`src/rtl/regfile_pkg.sv`:
```
// Shared register-file widths, write-queue depth and the write-request record.
// Every block that touches the register-file write port takes its widths from here.
package regfile_pkg;

    localparam int RF_AW    = 5;
    localparam int RF_DW    = 32;
    localparam int WQ_DEPTH = 4;

    // Queue entries are stored as {wa, wd}, matching this record's packed layout.
    typedef struct packed {
        logic [RF_AW-1:0] wa;
        logic [RF_DW-1:0] wd;
    } wr_req_t;

endpackage

```
`src/rtl/wq_fifo.sv`:
```
// Write queue: power-of-two FIFO with count-based full/empty and a combinational head.
// Also exposes a per-slot valid bit and tag (top bits of each entry) for hazard tracking.
module wq_fifo #(
    parameter int DEPTH = 4,
    parameter int W     = 37,
    parameter int TW    = 5
) (
    input  logic                          clk,
    input  logic                          rst_n,
    input  logic                          push_i,
    input  logic [W-1:0]                  wdata_i,
    input  logic                          pop_i,
    output logic [W-1:0]                  head_o,
    output logic [$clog2(DEPTH):0]        count_o,
    output logic [DEPTH-1:0]              ent_valid_o,
    output logic [DEPTH-1:0][TW-1:0]      ent_tag_o
);

    localparam int PW = $clog2(DEPTH);
    localparam int CW = PW + 1;

    logic [W-1:0]  mem_q [DEPTH];
    logic [PW-1:0] wr_ptr_q, wr_ptr_d;
    logic [PW-1:0] rd_ptr_q, rd_ptr_d;
    logic [CW-1:0] count_q, count_d;
    logic          do_push_s, do_pop_s;

    // Next-state for pointers and occupancy; pushes at full and pops at empty are ignored.
    always_comb begin
        do_push_s = push_i && (count_q != CW'(DEPTH));
        do_pop_s  = pop_i && (count_q != {CW{1'b0}});
        wr_ptr_d  = do_push_s ? wr_ptr_q + PW'(1) : wr_ptr_q;
        rd_ptr_d  = do_pop_s  ? rd_ptr_q + PW'(1) : rd_ptr_q;
        case ({do_push_s, do_pop_s})
            2'b10:   count_d = count_q + CW'(1);
            2'b01:   count_d = count_q - CW'(1);
            default: count_d = count_q;
        endcase
    end

    // Pointer and occupancy registers.
    always_ff @(posedge clk or negedge rst_n) begin
        if (!rst_n) begin
            wr_ptr_q <= {PW{1'b0}};
            rd_ptr_q <= {PW{1'b0}};
            count_q  <= {CW{1'b0}};
        end else begin
            wr_ptr_q <= wr_ptr_d;
            rd_ptr_q <= rd_ptr_d;
            count_q  <= count_d;
        end
    end

    // Entry storage; validity lives entirely in the pointers and count, so no reset here.
    always_ff @(posedge clk) begin
        if (do_push_s) begin
            mem_q[wr_ptr_q] <= wdata_i;
        end
    end

    // Slot i is occupied when its distance from the read pointer is below the count.
    always_comb begin
        logic [PW-1:0] offs_s;
        offs_s = {PW{1'b0}};
        for (int i = 0; i < DEPTH; i++) begin
            offs_s         = PW'(i) - rd_ptr_q;
            ent_valid_o[i] = (CW'(offs_s) < count_q);
            ent_tag_o[i]   = mem_q[i][W-1 -: TW];
        end
    end

    assign head_o  = mem_q[rd_ptr_q];
    assign count_o = count_q;

endmodule

```
`src/rtl/regfile_writer.sv`:
```
// Merges load and ALU write-back requests into one queued register-file write port.
// Loads win arbitration; writes to r0 are acknowledged but dropped.
module regfile_writer
    import regfile_pkg::*;
#(
    parameter int DEPTH = WQ_DEPTH,
    parameter int AW    = RF_AW,
    parameter int DW    = RF_DW
) (
    input  logic                   clk,
    input  logic                   rst_n,
    input  logic                   mem_valid,
    output logic                   mem_ready,
    input  logic [AW-1:0]          mem_wa,
    input  logic [DW-1:0]          mem_wd,
    input  logic                   alu_valid,
    output logic                   alu_ready,
    input  logic [AW-1:0]          alu_wa,
    input  logic [DW-1:0]          alu_wd,
    input  logic                   wr_stall,
    output logic                   RWE,
    output logic [AW-1:0]          WA,
    output logic [DW-1:0]          WD,
    output logic [(2**AW)-1:0]     busy_mask,
    output logic [$clog2(DEPTH):0] count
);

    localparam int CW = $clog2(DEPTH) + 1;
    localparam int EW = AW + DW;

    logic [CW-1:0]             count_s;
    logic [EW-1:0]             head_s;
    logic [DEPTH-1:0]          ent_valid_s;
    logic [DEPTH-1:0][AW-1:0]  ent_wa_s;
    logic                      not_full_s;
    logic                      acc_mem_s, acc_alu_s;
    logic                      push_s, pop_s;
    logic [AW-1:0]             sel_wa_s;
    logic [DW-1:0]             sel_wd_s;
    logic [(2**AW)-1:0]        busy_s;
    logic                      rwe_q;
    logic [AW-1:0]             wa_q;
    logic [DW-1:0]             wd_q;

    // Fixed-priority arbitration and r0 filtering; nothing bypasses the queue.
    always_comb begin
        not_full_s = (count_s < CW'(DEPTH));
        mem_ready  = not_full_s;
        alu_ready  = not_full_s && !mem_valid;
        acc_mem_s  = mem_valid && not_full_s;
        acc_alu_s  = alu_valid && not_full_s && !mem_valid;
        if (acc_mem_s) begin
            sel_wa_s = mem_wa;
            sel_wd_s = mem_wd;
        end else begin
            sel_wa_s = alu_wa;
            sel_wd_s = alu_wd;
        end
        push_s = (acc_mem_s || acc_alu_s) && (sel_wa_s != {AW{1'b0}});
        pop_s  = (count_s != {CW{1'b0}}) && !wr_stall;
    end

    wq_fifo #(
        .DEPTH (DEPTH),
        .W     (EW),
        .TW    (AW)
    ) u_wq (
        .clk         (clk),
        .rst_n       (rst_n),
        .push_i      (push_s),
        .wdata_i     ({sel_wa_s, sel_wd_s}),
        .pop_i       (pop_s),
        .head_o      (head_s),
        .count_o     (count_s),
        .ent_valid_o (ent_valid_s),
        .ent_tag_o   (ent_wa_s)
    );

    // Register-file write port; address/data hold when nothing retires.
    always_ff @(posedge clk or negedge rst_n) begin
        if (!rst_n) begin
            rwe_q <= 1'b0;
            wa_q  <= {AW{1'b0}};
            wd_q  <= {DW{1'b0}};
        end else begin
            rwe_q <= pop_s;
            if (pop_s) begin
                wa_q <= head_s[EW-1 -: AW];
                wd_q <= head_s[DW-1:0];
            end else begin
                wa_q <= wa_q;
                wd_q <= wd_q;
            end
        end
    end

    // Pending-write scoreboard: every queued destination plus the one on the write port.
    always_comb begin
        busy_s = {(2**AW){1'b0}};
        for (int i = 0; i < DEPTH; i++) begin
            busy_s[ent_wa_s[i]] = busy_s[ent_wa_s[i]] | ent_valid_s[i];
        end
        busy_s[wa_q] = busy_s[wa_q] | rwe_q;
        busy_s[0]    = 1'b0;
    end

    assign busy_mask = busy_s;
    assign count     = count_s;
    assign RWE       = rwe_q;
    assign WA        = wa_q;
    assign WD        = wd_q;

endmodule

```
`config.mk`:
```
export PLATFORM = sky130hd
export DESIGN_NAME = regfile_writer
export DESIGN_NICKNAME = d
export VERILOG_FILES = /design/src/rtl/regfile_pkg.sv /design/src/rtl/wq_fifo.sv /design/src/rtl/regfile_writer.sv
export SDC_FILE = /design/constraint.sdc
export NUM_CORES = 1
export LEC_CHECK = 0
export CELL_PAD_IN_SITES_DETAIL_PLACEMENT = 1
export CELL_PAD_IN_SITES_GLOBAL_PLACEMENT = 2
export CORE_UTILIZATION = 35
export CTS_BUF_LIST = sky130_fd_sc_hd__clkbuf_16
export CTS_CLUSTER_SIZE = 12
export DETAILED_ROUTE_END_ITERATION = 7
export PLACE_DENSITY = 0.83
export SLEW_MARGIN = 20
export SYNTH_ARGS = -nofsm -noshare
export SYNTH_HDL_FRONTEND = slang
export SYNTH_SLANG_ARGS = --single-unit
```
`constraint.sdc`:
```
create_clock -name clk -period 9.15 [get_ports clk]
set_clock_uncertainty 0.15 [all_clocks]
set_input_delay 2.745 -clock clk [delete_from_list [all_inputs] [get_ports clk]]
set_output_delay 2.745 -clock clk [all_outputs]
set_load 0.03 [all_outputs]
```
* Yosys cells after proc, flatten, opt, wreduce, memory -nomap -nowiden *
Memory sizes are Yosys's and may differ from the RTL's. A register that Yosys moved wholly into a read port is not among the register bits.
Index checks and enable logic that the tools add are counted.

word-level totals
  word-level logic and storage cells = 86
  memories = 2
  register bits after elaboration = 8
  input bits = 79
  RAM bits = 148
  ROM bits = 32
  output and inout bits = 75

cells by class
  bitwise logic cells = 6
  equal/unequal tests = 3
  multiplexer cells = 28
  add/sub/neg operators = 8
  order comparisons = 15
  reduce and logical (&&, ||, !) cells = 20

memories
  name             depth  bits a word  read ports  clocked after memory_dff  write ports  RTL line               text
  u_wq.mem_q       4      37           5           1                         1            wq_fifo.sv:22          logic [W-1:0] mem_q [DEPTH];
  (no name shown)  32     1            1           0                         0            regfile_writer.sv:101  busy_s[ent_wa_s[i]] = busy_s[ent_wa_s[i]] | ent_valid_s[i];

operator list
  kind                                                         number
  bitwise mux 32 bit                                           4
  AND 32 bit                                                   1
  2-to-1 mux 32 bit                                            1
  less-than comparator 5 x 6 -> 1 bit (second input constant)  5
  demux 1 bit (select 5 bit)                                   5
  >= comparator 5 x 1 -> 1 bit (second input constant)         5
  binary-select mux 1 bit (select 5 bit)                       4
  logical AND 1 bit                                            13
  less-than comparator 2 x 3 -> 1 bit                          4
  2-to-1 mux 1 bit                                             12
  one-hot mux 3 bit (2 select lines)                           1
  2-to-1 mux 5 bit                                             1
  bitwise OR 1 bit                                             5
  nonzero test 5 bit                                           1
  adder 2 x 1 -> 2 bit (second input constant)                 2
  subtractor 1 x 2 -> 2 bit (first input constant)             2
  subtractor 2 bit (first input constant)                      2
  adder 3 x 1 -> 3 bit (second input constant)                 1
  zero test 1 bit                                              3
  less-than comparator 3 bit (second input constant)           1
  inequality test 3 bit (second input constant)                1
  nonzero test 3 bit                                           1
  subtractor 3 x 1 -> 3 bit (second input constant)            1
  == test 2 x 1 -> 1 bit (second input constant)               1
  3 further kinds                                              3

* Longest topological paths before layout *
Gate-level depths: netlist (run 1).
An unclocked memory read counts as a cell.

  depth after elaboration = 22
  gate-level depth with buffers = 25
  mapped depth without buffers = 16

* Modules after synthesis *
A second synthesis (run 1) with hierarchy kept.

second synthesis, totals
  cells, all modules = 1129
  area, all modules = 12283.0 sq um

by module, submodules not included
  module          cells each  area each (sq um)  times used
  regfile_writer  860         6209.7             1
  wq_fifo         269         6073.3             1

* Worst setup path after synthesis (run 1) *
OpenSTA, ideal clock, no wires.

  path kind = flip-flop to output port
  start = register u_wq.rd_ptr_q[0]
  end = output port busy_mask[10]
  path buffers = 7
  cell stages (with the launch flop) = 24
  required time = 6255 ps
  arrival time = 5458 ps
  setup slack = 797 ps
  cells stage by stage = dfrtp_1 > buf_2 > buf_1 > xor2_1 > ha_1 > nor2b_1 > a211oi_2 > a41oi_1 > buf_2 > nand3_1 > buf_2 > a211oi_1 > o22ai_1 > o41ai_1 > o21ai_0 > a2bb2oi_1 > and3_1 > clkbuf_1 > nor2_1 > buf_2 > o2111ai_1 > a211oi_4 > buf_6 > a31oi_1

on the way
  longest elaborated chain between the ends = 20
  elaborated cells between the ends (all ways) = 26
  those cells by class = add/sub (4); order compare (4); mux (12); bitwise (6)

ends and longest elaborated chain
  item                                    RTL line               text
  start: declaration                      wq_fifo.sv:24          logic [PW-1:0] rd_ptr_q, rd_ptr_d;
  start signal: assignment                wq_fifo.sv:45          rd_ptr_q <= {PW{1'b0}};
  start signal: assignment                wq_fifo.sv:49          rd_ptr_q <= rd_ptr_d;
  subtractor 1 x 2 -> 2 bit               wq_fifo.sv:66          offs_s = PW'(i) - rd_ptr_q;
  less-than comparator 2 x 3 -> 1 bit     wq_fifo.sv:67          ent_valid_o[i] = (CW'(offs_s) < count_q);
  bitwise OR 1 bit                        regfile_writer.sv:101
  AND 32 bit (no source line)             -
  binary-select mux 1 bit (select 5 bit)  regfile_writer.sv:101
  2-to-1 mux 1 bit (implied by the code)  regfile_writer.sv:101
  bitwise OR 1 bit                        regfile_writer.sv:101
  bitwise mux 32 bit                      regfile_writer.sv:101
  (+4 left out)                           -
  binary-select mux 1 bit (select 5 bit)  regfile_writer.sv:101
  2-to-1 mux 1 bit (implied by the code)  regfile_writer.sv:101
  bitwise OR 1 bit                        regfile_writer.sv:101
  bitwise mux 32 bit *                    regfile_writer.sv:101
  binary-select mux 1 bit (select 5 bit)  regfile_writer.sv:103  busy_s[wa_q] = busy_s[wa_q] | rwe_q;
  2-to-1 mux 1 bit (implied by the code)  regfile_writer.sv:103
  bitwise OR 1 bit                        regfile_writer.sv:103
  bitwise mux 32 bit *                    regfile_writer.sv:103
  end: declaration                        regfile_writer.sv:24   output logic [(2**AW)-1:0] busy_mask,

Every way passes the cells marked *; elsewhere a longest branch is shown, timed or not. The select of a mux whose other input is x is not followed.

* Final worst setup path (run 1) *
  start = register u_wq.rd_ptr_q[0]
  end = output port busy_mask[20]

Same word-level chain as after synthesis.

==> impl_metrics.ini, run 1 <==
[power]
leakage_nw = 5.55
p_per_area_nw_per_um2 = 319
power_switching_mw = 2.23
p_int_mw = 2.74
peakVddDrop_uv = 194
switching_share = 0.449
pwr-share-comb = 0.556
pwr-share-seq = 0.288
power.total_mw = 4.97
clock_power_share = 0.156

[clock_tree]
clockBufferDepth = 2
cts-root-buf = clkbuf_16
clk_latency_ns = 0.43
cts.clk_slew.worst_paths_ns = 0.08
cts.sink_count = 193
cts_buffers = 17
cts_tree = yes
cts_max_level = 4

[grt]
first_global_vias = 11500
gr-total-overflow = 0
antenna_found_initial = 0
grt_use_total = 0.264
grt_max_degree = 46
grt_first_pass_wirelength_um = 71600

[worst_hold_path]
hp-class = register to register

[critical_path]
cp-end-kind = output port
path_common_cell = nand3_4
critPathRequiredTime_ns = 6.26
cp-endpoint = busy_mask[20]
timing.rr.start = u_wq.count_o[2]
r2r_end = u_wq.mem_q[3][9]
slowest_stage = o31ai_1
path_max_fanout = 16
startpoint_type = register
crit_arrival_ns = 6.07
path_class = register to output port
critPathLaunch = u_wq.rd_ptr_q[0]
r2r_slack_ns = 4.74
crit_chain = xor2_1 > ha_1 > nor2b_2 > a211o_1 > nor4_1 > or4_4 > a2111oi_4 > nand3_4 > o31ai_1 > a32oi_1 > nand3_1 > nand3_4 > a21oi_1 > mux2i_2 > a211oi_2 > mux2i_1 > clkdlybuf4s50_1
cpPeakStageDelay_ns = 0.65
ff2ff_path_depth = 7

[die]
die_w_um = 190
dieArea_um2 = 36000
die_y_um = 190
start_util = 0.357
core-area_um2 = 34600
num_rows = 68
io_pins = 154

[synthesis]
yosysTopAreaCellShare = 0.360
synth.area.top_cells = edfxtp_1, dfrtp_1, mux4_2
synth_top_cell_by_area = edfxtp_1
synth_cell_types = 86
ys_seq_elements = 193
avgSynthCellArea_um2 = 10.4
yosys.cell_count.top_type = nor2_1
synthesis.area_um2 = 12300
ys_async_sr_fraction = 0.233
syn_inst = 1183
synthesis.nets = 1272
synthTopCellsByCount = nor2_1, edfxtp_1, nand2_1
yosys_warnings = 0
synth_edf_count = 148
ys.flop_type = edfxtp_1
ys_seq_area_frac = 0.451

[finish]
multiInputGateArea_um2 = 6440
nNetsFinal = 1459
antenna_cells = 0
final_util = 0.450
post_route_cells_drive_above_1_share = 0.223
fillers = 3762
synthToLayoutAreaGrowth_pct = 26.2
regArea_um2 = 5570

[route]
ant_nets = 0
remaining_drc_errors = 0
vias_per_cell = 6.00
wire_per_inst_um = 25.8
num_vias = 11000
dr.pass1.iters = 5
wl_um = 47400
drtIter0Drc = 852

[status]
run_status = finished clean

[timing]
finalSetupViolCount = 0
finalCriticalPeriod_ns = 8.96
setup_tns_ns = 0
fin_ws_ns = 0.189
slew_headroom = 0.286
post-route-period-util = 0.979
hold_viol = 0
worst_pin_slew_ns = 1.07
slew_violations = 0
fmaxAchievable_mhz = 112
timing.hold.ws_ns = 0.359

[placed_design]
io_buffers = 152
finalWeightedCongestion = 0.957
preCtsSetupSlack_ns = -0.121
detailed_place_hpwl_um = 34700

[run]
drv_cap = 0
how the worst min path moves through the flow:
stage,cells past startpoint,from,end
after floorplan,2,u_wq.wr_ptr_q[1],u_wq.wr_ptr_q[1]
after global placement,1,WD[5],WD[5]
after detailed placement,1,WD[18],WD[18]
after CTS,1,WD[16],WD[16]
after global routing,1,WD[16],WD[16]
final,1,WD[18],WD[18]
layer usage:
metal	vias up	part of all wire	wire (um)	GRT usage
li1	4923	-	-	-
met4	0	0.024	1130	0.0841
met5	-	0	0	0
met1	5602	0.42	19700	0.342
met3	73	0.054	2560	0.0330
met2	432	0.51	24000	0.458
worst max-delay path, delay by kind of cell, from the launching register on:
family / cells / cell delay (ns)
AO/OA/AOI/OAI: 6 / 2.22
AND/OR/NAND/NOR: 6 / 1.43
buffers and inverters: 1 / 0.63
flip-flops: 1 / 0.45
multiplexers: 2 / 0.40
adder cells (fa/ha/maj): 1 / 0.31
XOR/XNOR: 1 / 0.19
cells by family (layout without fill, tap and decap cells):
logic type,after synthesis,after routing,synth area share
AO/OA/AOI/OAI,299,300,0.170
XOR/XNOR,17,17,0.0121
adder cells (fa/ha/maj),10,10,0.0107
buffers and inverters,105,304,0.0366
flip-flops,193,193,0.451
multiplexers,118,118,0.141
other,1,1,0.000304
AND/OR/NAND/NOR,440,440,0.178
power groups by stage:
stage	clock network, mW	logic, mW	registers (mW)
final	0.775	2.76	1.43
after global routing	0.812	2.93	1.45
after detailed placement	0	2.64	1.44
after global placement	0	2.60	1.42
after CTS	0.786	2.71	1.43
after floorplan	0	1.50	1.52
per-stage QoR:
step           instance area [um2]  instances
3_5_place_dp                 14700       1789
3_3_place_gp                 14700       1789
2_1_floorplan                12300       1183
6_report                     15600       1838
5_1_grt                      15600       1838
4_1_cts                      15400       1829
layout by cell type (no fill, tap or decap), types with 6 or more instances in the layout:
cell type,netlist,layout
o2111ai_1,8,8
edfxtp_1,148,148
o211ai_1,9,9
inv_1,17,18
o31ai_1,15,15
nor4_1,13,12
a21oi_1,56,55
nand2b_1,14,13
nor3b_1,7,6
dlymetal6s2s_1,0,19
o22ai_1,13,12
clkdlybuf4s50_1,0,124
and2_1,13,9
nand2_1,91,90
nor2_1,152,152
a211oi_1,22,21
or3_1,7,7
o21ai_0,49,48
xnor2_1,13,13
nand4_1,8,8
o41ai_1,7,7
dfrtp_1,45,43
and3b_1,6,6
nand3b_1,7,7
mux2i_1,8,7
ha_1,9,9
a32oi_1,9,9
clkbuf_16,0,17
buf_4,6,104
nand3_1,36,36
or2_2,9,9
mux4_2,38,38
nor3_1,33,32
a31oi_1,40,39
nor2b_1,15,13
mux2_2,72,72
cell type report:
type                       instances  share of cell area
clock inverter                    15              0.0128
multi-input combinational        886               0.413
sequential                       193               0.357
inverter                          21             0.00506
tap                              455              0.0365
clock buffer                      17              0.0273
timing repair buffer             251               0.148
sequential cells by signal, summed over array words and instances (netlist names):
| signal | flops |
|---|---|
| u_wq.mem_q | 148 |
| WD | 32 |
| WA | 5 |
| u_wq.count_o | 3 |
| u_wq.rd_ptr_q | 2 |
| u_wq.wr_ptr_q | 2 |
| RWE | 1 |
timing repair:
action,4_1_cts,5_1_grt
gates resized for setup,8,29
buffers inserted,7,9
setup endpoints to repair,29,31
pin swaps,3,0
hold buffers,0,0
gates cloned,1,0
Power figures use the tool's default switching activity.
==> run 2: changes to the inputs <==
--- a/config.mk
+++ b/config.mk
@@ -11,6 +11,7 @@
 export CTS_BUF_LIST = sky130_fd_sc_hd__clkbuf_16
 export CTS_CLUSTER_SIZE = 12
 export DETAILED_ROUTE_END_ITERATION = 7
+export GPL_ROUTABILITY_DRIVEN = 0
 export PLACE_DENSITY = 0.83
 export SLEW_MARGIN = 20
 export SYNTH_ARGS = -nofsm -noshare
==> run 2 against run 1 <==
Against the previous run:
- setup slack gained 0.13 ns
- non-clock buffer count increased by 16
- clock power down 7.7%
- count of clock-buffer cells in the layout unchanged
- core utilization rose by 0.20 points
- combinational power about the same
- critical path type unchanged
- critical endpoint is now busy_mask[9]
- largest cell class unchanged
- largest power group unchanged
==> impl_metrics.ini, run 2 (synthesis results as in run 1) <==
[route]
wl_um = 46800
ant_nets = 0
vias_per_cell = 6.01
wire_per_inst_um = 25.2
remaining_drc_errors = 0
drtIter0Drc = 984
num_vias = 11100
dr.pass1.iters = 5

[critical_path]
critPathRequiredTime_ns = 6.26
startpoint_type = register
cp-end-kind = output port
path_class = register to output port
path_common_cell = buf_4
crit_arrival_ns = 5.94
slowest_stage = o31ai_1
cpPeakStageDelay_ns = 0.63
crit_chain = xor2_1 > ha_1 > nor2b_1 > a211o_1 > nor4_1 > or4_4 > a2111oi_4 > nand3_4 > o31ai_1 > a32oi_1 > nand3_1 > nand3_4 > buf_4 > a2111oi_0 > a31oi_1 > a211oi_4 > buf_12 > buf_4 > a31oi_1 > buf_4
path_max_fanout = 14

[finish]
antenna_cells = 0
instances_no_fill = 1854
largest_reg_flops = 148
synthToLayoutAreaGrowth_pct = 26.8
final_common_cell = nor2_1
post_route_cells_drive_above_1_share = 0.229
layout_common_cells = nor2_1, edfxtp_1, clkdlybuf4s50_1, buf_4, nand2_1
nNetsFinal = 1475
final_util = 0.452
design_area_um2 = 15700
top_register = u_wq.mem_q
fillers = 3808

[clock_tree]
cts.sink_count = 193
clockBufferDepth = 2
cts-root-buf = clkbuf_16
clk_latency_ns = 0.43
cts.clk_slew.worst_paths_ns = 0.08
cts_buffers = 17
cts_max_level = 4
cts_tree = yes

[placed_design]
io_buffers = 152
place_inst = 1812
place_area_um2 = 14900
preCtsSetupSlack_ns = -0.0575
detailed_place_hpwl_um = 34800

[timing]
slew_violations = 0
finalSetupViolCount = 0
fin_ws_ns = 0.316
timing.hold.ws_ns = 0.365
grt_setup_unrepaired = false
hold_viol = 0
worst_pin_slew_ns = 1.08
slew_headroom = 0.282
post-route-period-util = 0.965
finalCriticalPeriod_ns = 8.83
fmaxAchievable_mhz = 113

[grt]
grt_max_degree = 46
antenna_found_initial = 1
grt_first_pass_wirelength_um = 70900
grt_use_total = 0.260
first_global_vias = 11700
gr-total-overflow = 0

[die]
io_pins = 154
num_rows = 68
die_w_um = 190
core-area_um2 = 34600
start_util = 0.357
dieArea_um2 = 36000
die_y_um = 190

[power]
p_per_area_nw_per_um2 = 315
leakage_nw = 5.70
peakVddDrop_uv = 181

[worst_hold_path]
hp-class = register to register

[run]
drv_cap = 0

[status]
run_status = finished clean
==> run 2: worst max-delay path: cells and delay by family (launching register included) <==
kind	cells	cell delay, ns
AOI/OAI and AO/OA	8	2.49
xor gates and xnor gates	1	0.20
adders and majority gates	1	0.19
buffers and inverters	4	0.70
DFF	1	0.44
and+or+nand+nor	6	1.48
==> run 2: what timing repair did <==
action,CTS,global route
gates cloned,1,0
endpoints found under the setup margin,27,31
endpoints found under the hold margin,0,0
setup buffers,9,0
gates resized for setup,10,27
pin swaps,4,0
hold buffers,0,0
==> run 2: power by group <==
part | switching, mW | internal [mW]
clock | 0.352 | 0.363
sequential | 0.184 | 1.24
combinational | 1.68 | 1.11
total | 2.22 | 2.71
==> run 2: cell type report <==
| type | instances | area, um2 | share of cell area |
|---|---|---|---|
| Multi-Input combinational cell | 886 | 6430 | 0.411 |
| Sequential cell | 193 | 5570 | 0.356 |
| Timing Repair Buffer | 267 | 2440 | 0.156 |
| Tap cell | 455 | 569 | 0.0364 |
| Clock buffer | 17 | 425 | 0.0272 |
| Clock inverter | 15 | 143 | 0.00911 |
| Inverter | 21 | 78.8 | 0.00503 |
==> run 2: per-layer routing <==
metal,global-route usage,vias up,routed length [um]
li1,-,4970,-
met1,0.337,5598,19600
met2,0.447,485,23200
met3,0.0295,94,2660
met4,0.0968,0,1360
met5,0,-,0
==> run 2: worst paths after layout <==
check                              endpoint  cells past startpoint  slack [ns]              from
max                            busy_mask[9]                     20        0.32  u_wq.rd_ptr_q[0]
min                                   WD[7]                      1        0.37             WD[7]
max reg2reg                u_wq.mem_q[1][4]                      8        4.87   u_wq.count_o[2]
min reg2reg                           WD[7]                      1        0.37             WD[7]
max in group asynchronous  u_wq.rd_ptr_q[0]                      2        6.08             rst_n
min in group asynchronous            WD[10]                      2        2.27             rst_n
==> run 2: per-stage QoR <==
stage | TNS, ns | total power [mW]
5_1_grt | 0 | 5.15
3_3_place_gp | -0.394 | 4.05
6_report | 0 | 4.93
4_1_cts | 0 | 4.93
2_1_floorplan | 0 | 3.02
3_5_place_dp | -0.504 | 4.13
